===== src/rtl/rfifo_stream_rd_if.sv =====
// Stream port of the read-domain FIFO consumer.
// Handshake: a word transfers on every rclk edge where m_valid && m_ready.
// Once m_valid is high, m_valid and m_data stay unchanged until that
// transfer happens; m_ready may change freely and never waits on m_valid.
interface rfifo_stream_rd_if #(
  parameter int DATASIZE = 8
);
  logic                m_valid;
  logic                m_ready;
  logic [DATASIZE-1:0] m_data;

  modport master (output m_valid, output m_data, input m_ready);
  modport slave  (input m_valid, input m_data, output m_ready);
endinterface


===== src/rtl/rfifo_stream_rd.sv =====
// Read-domain side of a dual-clock FIFO. It owns the read pointer, fetches
// words from a memory with one cycle of registered read latency, and hides
// that latency behind a 2-entry prefetch/skid buffer so the stream can move
// one word per rclk while m_ready stays high.
module rfifo_stream_rd #(
  parameter int ADDRSIZE      = 4,
  parameter int DATASIZE      = 8,
  parameter int AEMPTY_THRESH = 2
) (
  input  logic                rclk,
  input  logic                rrst_n,
  input  logic [ADDRSIZE:0]   rq2_wptr,
  output logic [ADDRSIZE:0]   rptr,
  output logic [ADDRSIZE-1:0] raddr,
  output logic                ren,
  input  logic [DATASIZE-1:0] rdata_mem,
  rfifo_stream_rd_if.master   m_if,
  output logic [ADDRSIZE:0]   rlevel,
  output logic                aempty,
  output logic                rempty
);

  // Binary read counter; its low bits address the memory.
  logic [ADDRSIZE:0]   r_rbin;
  // slot0 presents the stream word, slot1 absorbs a word that returns
  // while slot0 is still waiting for the consumer.
  logic                r_s0_v;
  logic [DATASIZE-1:0] r_s0_d;
  logic                r_s1_v;
  logic [DATASIZE-1:0] r_s1_d;
  // A memory read issued last cycle whose data is on rdata_mem now.
  logic                r_inflight;

  logic [ADDRSIZE:0]   w_wbin;
  logic [ADDRSIZE:0]   w_avail;
  logic [ADDRSIZE:0]   w_avail_next;
  logic [ADDRSIZE:0]   w_rbin_next;
  logic [ADDRSIZE:0]   w_rlevel_next;
  logic [1:0]          w_occ;
  logic [1:0]          w_occ_next;
  logic                w_pop;
  logic                w_ren;
  logic                w_s0_v_n;
  logic [DATASIZE-1:0] w_s0_d_n;
  logic                w_s1_v_n;
  logic [DATASIZE-1:0] w_s1_d_n;

  // Gray-to-binary of the synchronized write pointer: each bit is the XOR
  // of itself and every more significant Gray bit.
  always_comb begin
    w_wbin = '0;
    for (int i = 0; i <= ADDRSIZE; i++) begin
      w_wbin[i] = ^(rq2_wptr >> i);
    end
  end

  // Read issue: fetch while memory holds unread words and the buffer plus
  // the in-flight read leave room after this cycle's pop. Gating with
  // rrst_n keeps ren low for the whole reset, even with a live write pointer.
  always_comb begin
    w_avail     = w_wbin - r_rbin;
    w_occ       = 2'(r_s0_v) + 2'(r_s1_v) + 2'(r_inflight);
    w_pop       = r_s0_v & m_if.m_ready;
    w_ren       = rrst_n && (w_avail != '0) && ((w_occ - 2'(w_pop)) < 2'd2);
    w_rbin_next = r_rbin + (ADDRSIZE+1)'(w_ren);
  end

  // Buffer update: a pop shifts slot1 forward, then returning data fills
  // the oldest free position so FIFO order always holds.
  always_comb begin
    w_s0_v_n = r_s0_v;
    w_s0_d_n = r_s0_d;
    w_s1_v_n = r_s1_v;
    w_s1_d_n = r_s1_d;
    if (w_pop) begin
      w_s0_v_n = r_s1_v;
      if (r_s1_v) begin
        w_s0_d_n = r_s1_d;
      end
      w_s1_v_n = 1'b0;
    end
    if (r_inflight) begin
      if (!w_s0_v_n) begin
        w_s0_v_n = 1'b1;
        w_s0_d_n = rdata_mem;
      end else begin
        w_s1_v_n = 1'b1;
        w_s1_d_n = rdata_mem;
      end
    end
  end

  // Occupancy seen by the read side after this edge: unread memory words
  // plus buffered words plus the read being issued now.
  always_comb begin
    w_avail_next  = w_wbin - w_rbin_next;
    w_occ_next    = 2'(w_s0_v_n) + 2'(w_s1_v_n) + 2'(w_ren);
    w_rlevel_next = w_avail_next + (ADDRSIZE+1)'(w_occ_next);
  end

  // State and registered status outputs.
  always_ff @(posedge rclk or negedge rrst_n) begin
    if (!rrst_n) begin
      r_rbin     <= '0;
      rptr       <= '0;
      r_s0_v     <= 1'b0;
      r_s0_d     <= '0;
      r_s1_v     <= 1'b0;
      r_s1_d     <= '0;
      r_inflight <= 1'b0;
      rlevel     <= '0;
      aempty     <= 1'b1;
      rempty     <= 1'b1;
    end else begin
      r_rbin     <= w_rbin_next;
      rptr       <= w_rbin_next ^ (w_rbin_next >> 1);
      r_s0_v     <= w_s0_v_n;
      r_s0_d     <= w_s0_d_n;
      r_s1_v     <= w_s1_v_n;
      r_s1_d     <= w_s1_d_n;
      r_inflight <= w_ren;
      rlevel     <= w_rlevel_next;
      aempty     <= (w_rlevel_next <= (ADDRSIZE+1)'(AEMPTY_THRESH));
      rempty     <= (w_rlevel_next == '0);
    end
  end

  assign ren          = w_ren;
  assign raddr        = r_rbin[ADDRSIZE-1:0];
  assign m_if.m_valid = r_s0_v;
  assign m_if.m_data  = r_s0_d;

endmodule


===== src/flat_wrapper.sv =====
// flat-port wrapper written by rule: the top's interface ports become plain ports
module rfifo_stream_rd_flat 
#(
  parameter int ADDRSIZE      = 4,
  parameter int DATASIZE      = 8,
  parameter int AEMPTY_THRESH = 2
)
  (rclk, rrst_n, rq2_wptr, rptr, raddr, ren, rdata_mem, rlevel, aempty, rempty, m_if_m_valid, m_if_m_data, m_if_m_ready);
  rfifo_stream_rd_if #(.DATASIZE(DATASIZE)) m_if_i ();
  input  logic rclk;
  input  logic rrst_n;
  input  logic [ADDRSIZE:0] rq2_wptr;
  output logic [ADDRSIZE:0] rptr;
  output logic [ADDRSIZE-1:0] raddr;
  output logic ren;
  input  logic [DATASIZE-1:0] rdata_mem;
  output logic [ADDRSIZE:0] rlevel;
  output logic aempty;
  output logic rempty;
  output wire logic [$bits(m_if_i.m_valid)-1:0] m_if_m_valid;
  output wire logic [$bits(m_if_i.m_data)-1:0] m_if_m_data;
  input wire logic [$bits(m_if_i.m_ready)-1:0] m_if_m_ready;
  assign m_if_m_valid = m_if_i.m_valid;
  assign m_if_m_data = m_if_i.m_data;
  assign m_if_i.m_ready = m_if_m_ready;
  rfifo_stream_rd #(.ADDRSIZE(ADDRSIZE), .DATASIZE(DATASIZE), .AEMPTY_THRESH(AEMPTY_THRESH)) u_core (.rclk(rclk), .rrst_n(rrst_n), .rq2_wptr(rq2_wptr), .rptr(rptr), .raddr(raddr), .ren(ren), .rdata_mem(rdata_mem), .m_if(m_if_i), .rlevel(rlevel), .aempty(aempty), .rempty(rempty));
endmodule

===== config.mk =====
export PLATFORM = sky130hd
export DESIGN_NAME = rfifo_stream_rd_flat
export DESIGN_NICKNAME = d
export VERILOG_FILES = /design/src/rtl/rfifo_stream_rd_if.sv /design/src/rtl/rfifo_stream_rd.sv /design/src/flat_wrapper.sv
export SDC_FILE = /design/constraint.sdc
export NUM_CORES = 1
export LEC_CHECK = 0
export BUFFER_PORTS_ARGS = -buffer_cell sky130_fd_sc_hd__buf_2
export CORE_UTILIZATION = 50
export CTS_BUF_LIST = sky130_fd_sc_hd__clkbuf_8
export DETAILED_ROUTE_END_ITERATION = 10
export PLACE_DENSITY = 0.77
export SLEW_MARGIN = 20
export SYNTH_ARGS = -nofsm -noshare
export SYNTH_HDL_FRONTEND = slang
export SYNTH_SLANG_ARGS = --single-unit

===== constraint.sdc =====
create_clock -name rclk -period 4.5 [get_ports rclk]
set_input_delay 0.45 -clock rclk [delete_from_list [all_inputs] [get_ports rclk]]
set_output_delay 0.45 -clock rclk [all_outputs]
set_load 0.005 [all_outputs]

==> results of run 1 <==
-- how the worst max path moves through the flow --
stage | start | end | slack, ns
floorplan | rq2_wptr[4] | u_core.aempty | -0.15
global placement | rq2_wptr[4] | u_core.aempty | -0.26
detailed placement | rq2_wptr[4] | u_core.aempty | -0.44
CTS | rq2_wptr[4] | u_core.rempty | -0.07
global route | rq2_wptr[4] | u_core.rempty | -0.29
finish | rq2_wptr[4] | u_core.rempty | -0.08
-- cells in the mapped netlist (3+ instances only) --
library cell | number | area, um^2
ha_1 | 19 | 238
nor2_1 | 3 | 11.3
inv_1 | 18 | 67.6
dfrtp_1 | 33 | 826
xnor2_1 | 14 | 123
nand2_1 | 5 | 18.8
nor2b_1 | 3 | 18.8
mux2_2 | 24 | 270
a21oi_1 | 3 | 15.0
nand2b_1 | 3 | 18.8
xor2_1 | 6 | 52.6
-- critical path, stage by stage --
cell,delay [ns]
buf_8,0.11
xor2_4,0.18
xnor2_2,0.16
xnor2_2,0.23
xnor2_2,0.15
ha_2,0.21
nor2b_4,0.16
xnor2_2,0.08
or3_1,0.33
o211a_1,0.26
ha_4,0.26
ha_4,0.26
fa_1,0.41
inv_1,0.07
ha_2,0.18
inv_2,0.04
fa_2,0.35
nand2b_4,0.15
a21oi_2,0.13
xnor3_2,0.31
nor4_2,0.27
-- metal layers --
layer	vias to the layer above	wire (um)	share of wire, %	track usage, %
met5	-	0	0	0
met4	0	65	1.7	8.52
met3	5	136	3.5	5.71
met2	31	2080	54	39.2
met1	654	1590	41	26.6
li1	640	-	-	-
-- kinds of logic (layout without fill, tap and decap cells) --
family / after synthesis / after routing / share of synthesized area, %
adders and majority gates: 21 / 21 / 14.6
DFF: 35 / 35 / 46.1
muxes: 24 / 24 / 14.2
xor gates and xnor gates: 21 / 21 / 10.4
AOI/OAI and AO/OA: 10 / 10 / 4.79
and+or+nand+nor: 21 / 21 / 6.23
buffers and inverters: 19 / 88 / 3.74
-- sequential cells by signal, summed over array words and instances, names as in the netlist --
register and count:
u_core.m_if.m_valid 1, u_core.r_inflight 1, u_core.r_s1_d 8, u_core.m_if.m_data 8
u_core.r_rbin 5, u_core.rempty 1, u_core.rlevel 5, u_core.rptr 4
u_core.r_s1_v 1, u_core.aempty 1
-- through the flow --
step | setup WS [ns] | setup TNS, ns | hold slack, ns | instances | area (um^2)
2_1_floorplan | -0.148 | -0.253 | 0.154 | 151 | 2010
4_1_cts | -0.0712 | -0.111 | 0.235 | 267 | 2530
6_report | -0.0752 | -0.119 | 0.218 | 268 | 2540
3_5_place_dp | -0.435 | -1.49 | 0.495 | 257 | 2410
3_3_place_gp | -0.256 | -0.778 | 0.484 | 257 | 2410
5_1_grt | -0.287 | -0.630 | 0.265 | 268 | 2540
-- timing repair --
action | in CTS | in global routing
buffers inserted | 2 | 1
resized for setup | 4 | 1
endpoints found under the hold margin | 0 | 0
pin swaps | 5 | 0
endpoints found under the setup margin | 3 | 4
-- final cells by class --
class | instances | share of cell area (%)
inverters | 18 | 2.66
well taps | 48 | 2.36
clock buffers | 5 | 2.71
flip-flops and latches | 35 | 34.6
clock inverters | 3 | 0.640
repair buffers | 62 | 14.7
multi-input cells | 97 | 42.4
==> flow_summary.json, run 1 <==
{
  "fin_crit_ns": 4.58,
  "cp_max_fo": 3,
  "multi_input_area_um2": 1080,
  "first_pass_iters": 4,
  "grt_remaining_overflow": 0,
  "cts.sink_count": 35,
  "fin_skew_ns": 0.00337,
  "seq_area_frac_synth_pct": 46.1,
  "synth_edf_count": 0,
  "antenna_left": 0,
  "final_cell_mix": "buf_2, dfrtp_1, mux2_2",
  "diodes": 0,
  "grt.total_usage_pct": 22.6,
  "startpoint_type": "input port",
  "start_util_pct": 52.1,
  "h-tree-depth": 2,
  "final_common_cell": "buf_2",
  "worstMarginPinSlew_ns": 0.811,
  "fp.dieW_um": 63.8,
  "routedWlPerCell_um": 14.4,
  "critPathCaptureType": "register",
  "cts.clk_slew.worst_paths_ns": 0.07,
  "fin_nets": 256,
  "vias": 1330,
  "syn_inst": 151,
  "grt_pass1_wl_um": 6800,
  "die_y_um": 63.8,
  "max_freq_mhz": 219,
  "reg2reg_depth": 20,
  "worstPathArrival_ns": 4.77,
  "antenna_found_initial": 0,
  "drc": 0,
  "slew-limit-headroom_pct": 45.8,
  "coreArea_um2": 3660,
  "ios": 42,
  "postSynthAreaPerCell_um2": 12.6,
  "die-area_um2": 4060,
  "yosysWarnings": 0,
  "hp-class": "input port to asynchronous set/reset pin",
  "yosys_register_bits": 35,
  "synth.distinct_cells": 28,
  "status": "finished with violations",
  "utilization_pct": 69.4,
  "rsz0062_at_grt": "true",
  "finalCritPeriodShare_pct": 102,
  "seq_area_um2": 878,
  "clock_latency_ns": 0.29,
  "grt_pass1_vias": 1503,
  "synth_nets": 188,
  "hold_buffers": 0,
  "clock_path_buffers": 2,
  "crit_type": "input port to register",
  "drt_iter0_drc": 21,
  "setup_viol": 2,
  "timing.rr.start": "u_core.m_if.m_valid",
  "fin_ws_ns": -0.0752,
  "row_count": 22,
  "syn-cell-area_um2": 1910,
  "wl_um": 3870,
  "cts_tree": "yes",
  "drive_gt1_share_pct": 52.7,
  "vias_per_cell": 4.96,
  "gp_congestion": 0.930,
  "drv_slew": 0,
  "grt_start_max_net_pins": 36,
  "synthArstFlopShare_pct": 100,
  "io_buffer_count": 41,
  "r2r_slack_ns": 0.10,
  "syn_to_final_growth_pct": 33.3,
  "cts_root_buffer": "clkbuf_8",
  "cap_viol_max_count": 0,
  "hold_violations": 0,
  "nFillCells": 267,
  "required_ns": 4.70,
  "violations": "negative setup slack",
  "numCtsBuffers": 5,
  "synth_flop_cell": "dfrtp_1",
  "place_hpwl_um": 3050,
  "r2r_end": "u_core.rempty"
}
Power of run 1 is not shown: default switching activity piles up to over one toggle a cycle in this logic, so the estimate is an artifact.
==> run 2: changes to the inputs <==
--- a/config.mk
+++ b/config.mk
@@ -9,7 +9,7 @@
 export CORE_UTILIZATION = 50
 export CTS_BUF_LIST = sky130_fd_sc_hd__clkbuf_8
 export DETAILED_ROUTE_END_ITERATION = 10
-export PLACE_DENSITY = 0.77
+export PLACE_DENSITY = 0.74
 export SLEW_MARGIN = 20
 export SYNTH_ARGS = -nofsm -noshare
 export SYNTH_HDL_FRONTEND = slang
==> flow_summary.json, run 2 (synthesis gave the netlist of run 1 again) <==
{
  "cts.sink_count": 35,
  "placedCellCount": 257,
  "hp-class": "input port to asynchronous set/reset pin",
  "clock_latency_ns": 0.28,
  "die_y_um": 63.8,
  "first_pass_iters": 4,
  "gp_congestion": 0.791,
  "hold_violations": 0,
  "antenna_found_initial": 0,
  "final_common_cell": "buf_2",
  "vias_per_cell": 4.88,
  "vias": 1309,
  "grt_remaining_overflow": 0,
  "nFillCells": 265,
  "crit_chain": "buf_8, xor2_4, xnor2_2, xnor2_2, xnor2_2, ha_2, nor2b_4, xnor2_2, or3_1, o211a_1, ha_4, ha_4, fa_1, inv_1, ha_2, inv_2, fa_2, nand2b_4, a21oi_4, xnor3_2, a2111oi_4",
  "numCtsBuffers": 5,
  "grt_start_max_net_pins": 36,
  "slowest_stage": "fa_1",
  "routedWlPerCell_um": 13.9,
  "cp_slowest_stage_delay_ns": 0.41,
  "crit_buf_inv": 3,
  "slew-limit-headroom_pct": 50.0,
  "final_cell_mix": "buf_2, dfrtp_1, mux2_2",
  "multi_input_area_um2": 1090,
  "syn_to_final_growth_pct": 34.0,
  "fin_skew_ns": 0.00447,
  "max_freq_mhz": 219,
  "seq_area_um2": 878,
  "utilization_pct": 69.8,
  "violations": "negative setup slack",
  "rsz0062_at_grt": "true",
  "crit_path_frequent_cell": "xnor2_2",
  "crit_type": "input port to register",
  "worstMarginPinSlew_ns": 0.749,
  "grt_pass1_vias": 1376,
  "startpoint_type": "input port",
  "fin_ws_ns": -0.0611,
  "die-area_um2": 4060,
  "drc": 0,
  "place_hpwl_um": 2950,
  "antenna_left": 0,
  "cts_tree": "yes",
  "fin_crit_ns": 4.56,
  "cap_viol_max_count": 0,
  "final_cell_count_no_fill": 268,
  "ios": 42,
  "row_count": 22,
  "grt.total_usage_pct": 20.4,
  "clock_path_buffers": 2,
  "place_ws_ns": -0.443,
  "drt_iter0_drc": 21,
  "coreArea_um2": 3660,
  "fp.dieW_um": 63.8,
  "drive_gt1_share_pct": 53.2,
  "tns_ns": -0.0929,
  "finalCritPeriodShare_pct": 101,
  "critPathCaptureType": "register",
  "cts.clk_slew.worst_paths_ns": 0.07,
  "io_buffer_count": 41,
  "status": "finished with violations",
  "diodes": 0,
  "worstPathArrival_ns": 4.75,
  "start_util_pct": 52.1,
  "required_ns": 4.68,
  "grt_pass1_wl_um": 6230,
  "setup_viol": 2,
  "cts_root_buffer": "clkbuf_8",
  "crit_family": "adder cells",
  "drv_slew": 0,
  "fin_nets": 256,
  "wl_um": 3710,
  "h-tree-depth": 2,
  "cp_max_fo": 3
}
==> run 2: stage by stage <==
step | instance area [um^2] | hold slack, ns
2_1_floorplan | 2010 | 0.154
3_3_place_gp | 2410 | 0.482
3_5_place_dp | 2410 | 0.495
4_1_cts | 2510 | 0.243
5_1_grt | 2550 | 0.266
6_report | 2550 | 0.230
==> run 2: layer usage <==
metal / share of wire, % / vias to the layer above / track usage (%)
met5: 0 / - / 0
met4: 1.2 / 0 / 6.53
met3: 3.6 / 7 / 3.75
met2: 52 / 29 / 35.9
met1: 43 / 638 / 25.1
li1: - / 635 / -
==> run 2: timing repair <==
action                                  CTS  global route
hold buffers                              0             0
endpoints found under the setup margin    4             4
resized for setup                         1             8
hold endpoints to repair                  0             0
gates cloned                              0             0
buffers inserted                          2             1
pin swaps                                 5             0
==> run 2: final timing paths <==
path / from / to / slack, ns / cells past startpoint
max: rq2_wptr[4] / u_core.aempty / -0.06 / 21
min: rrst_n / u_core.m_if.m_data[5] / 0.23 / 2
max reg2reg: u_core.m_if.m_valid / u_core.aempty / 0.12 / 20
min reg2reg: u_core.r_s1_d[4] / u_core.r_s1_d[4] / 0.51 / 1
max in group asynchronous: rrst_n / u_core.aempty / 3.93 / 2
min in group rclk: rdata_mem[5] / u_core.m_if.m_data[5] / 0.42 / 2
==> run 2: final cells by class <==
cell class / count / area share [%]
clock inverter: 3 / 0.637
timing repair buffer: 62 / 14.7
sequential: 35 / 34.4
tap: 48 / 2.35
inverter: 18 / 2.64
clock buffer: 5 / 2.69
multi-input combinational: 97 / 42.6
==> run 2: worst register-to-register path, stage by stage (launching register included) <==
cell and delay, ns:
dfrtp_1 0.41, nand2_1 0.10, inv_1 0.06, ha_1 0.26, inv_1 0.04, ha_1 0.26, a21oi_1 0.17, xor2_1 0.19
and2_0 0.23, o211a_1 0.23, ha_4 0.23, ha_4 0.26, fa_1 0.41, inv_1 0.08, ha_2 0.18, inv_2 0.04
fa_2 0.35, nand2b_4 0.16, a21oi_4 0.12, xnor3_2 0.31, a2111oi_4 0.20
Power of run 2 is left out for the same reason.
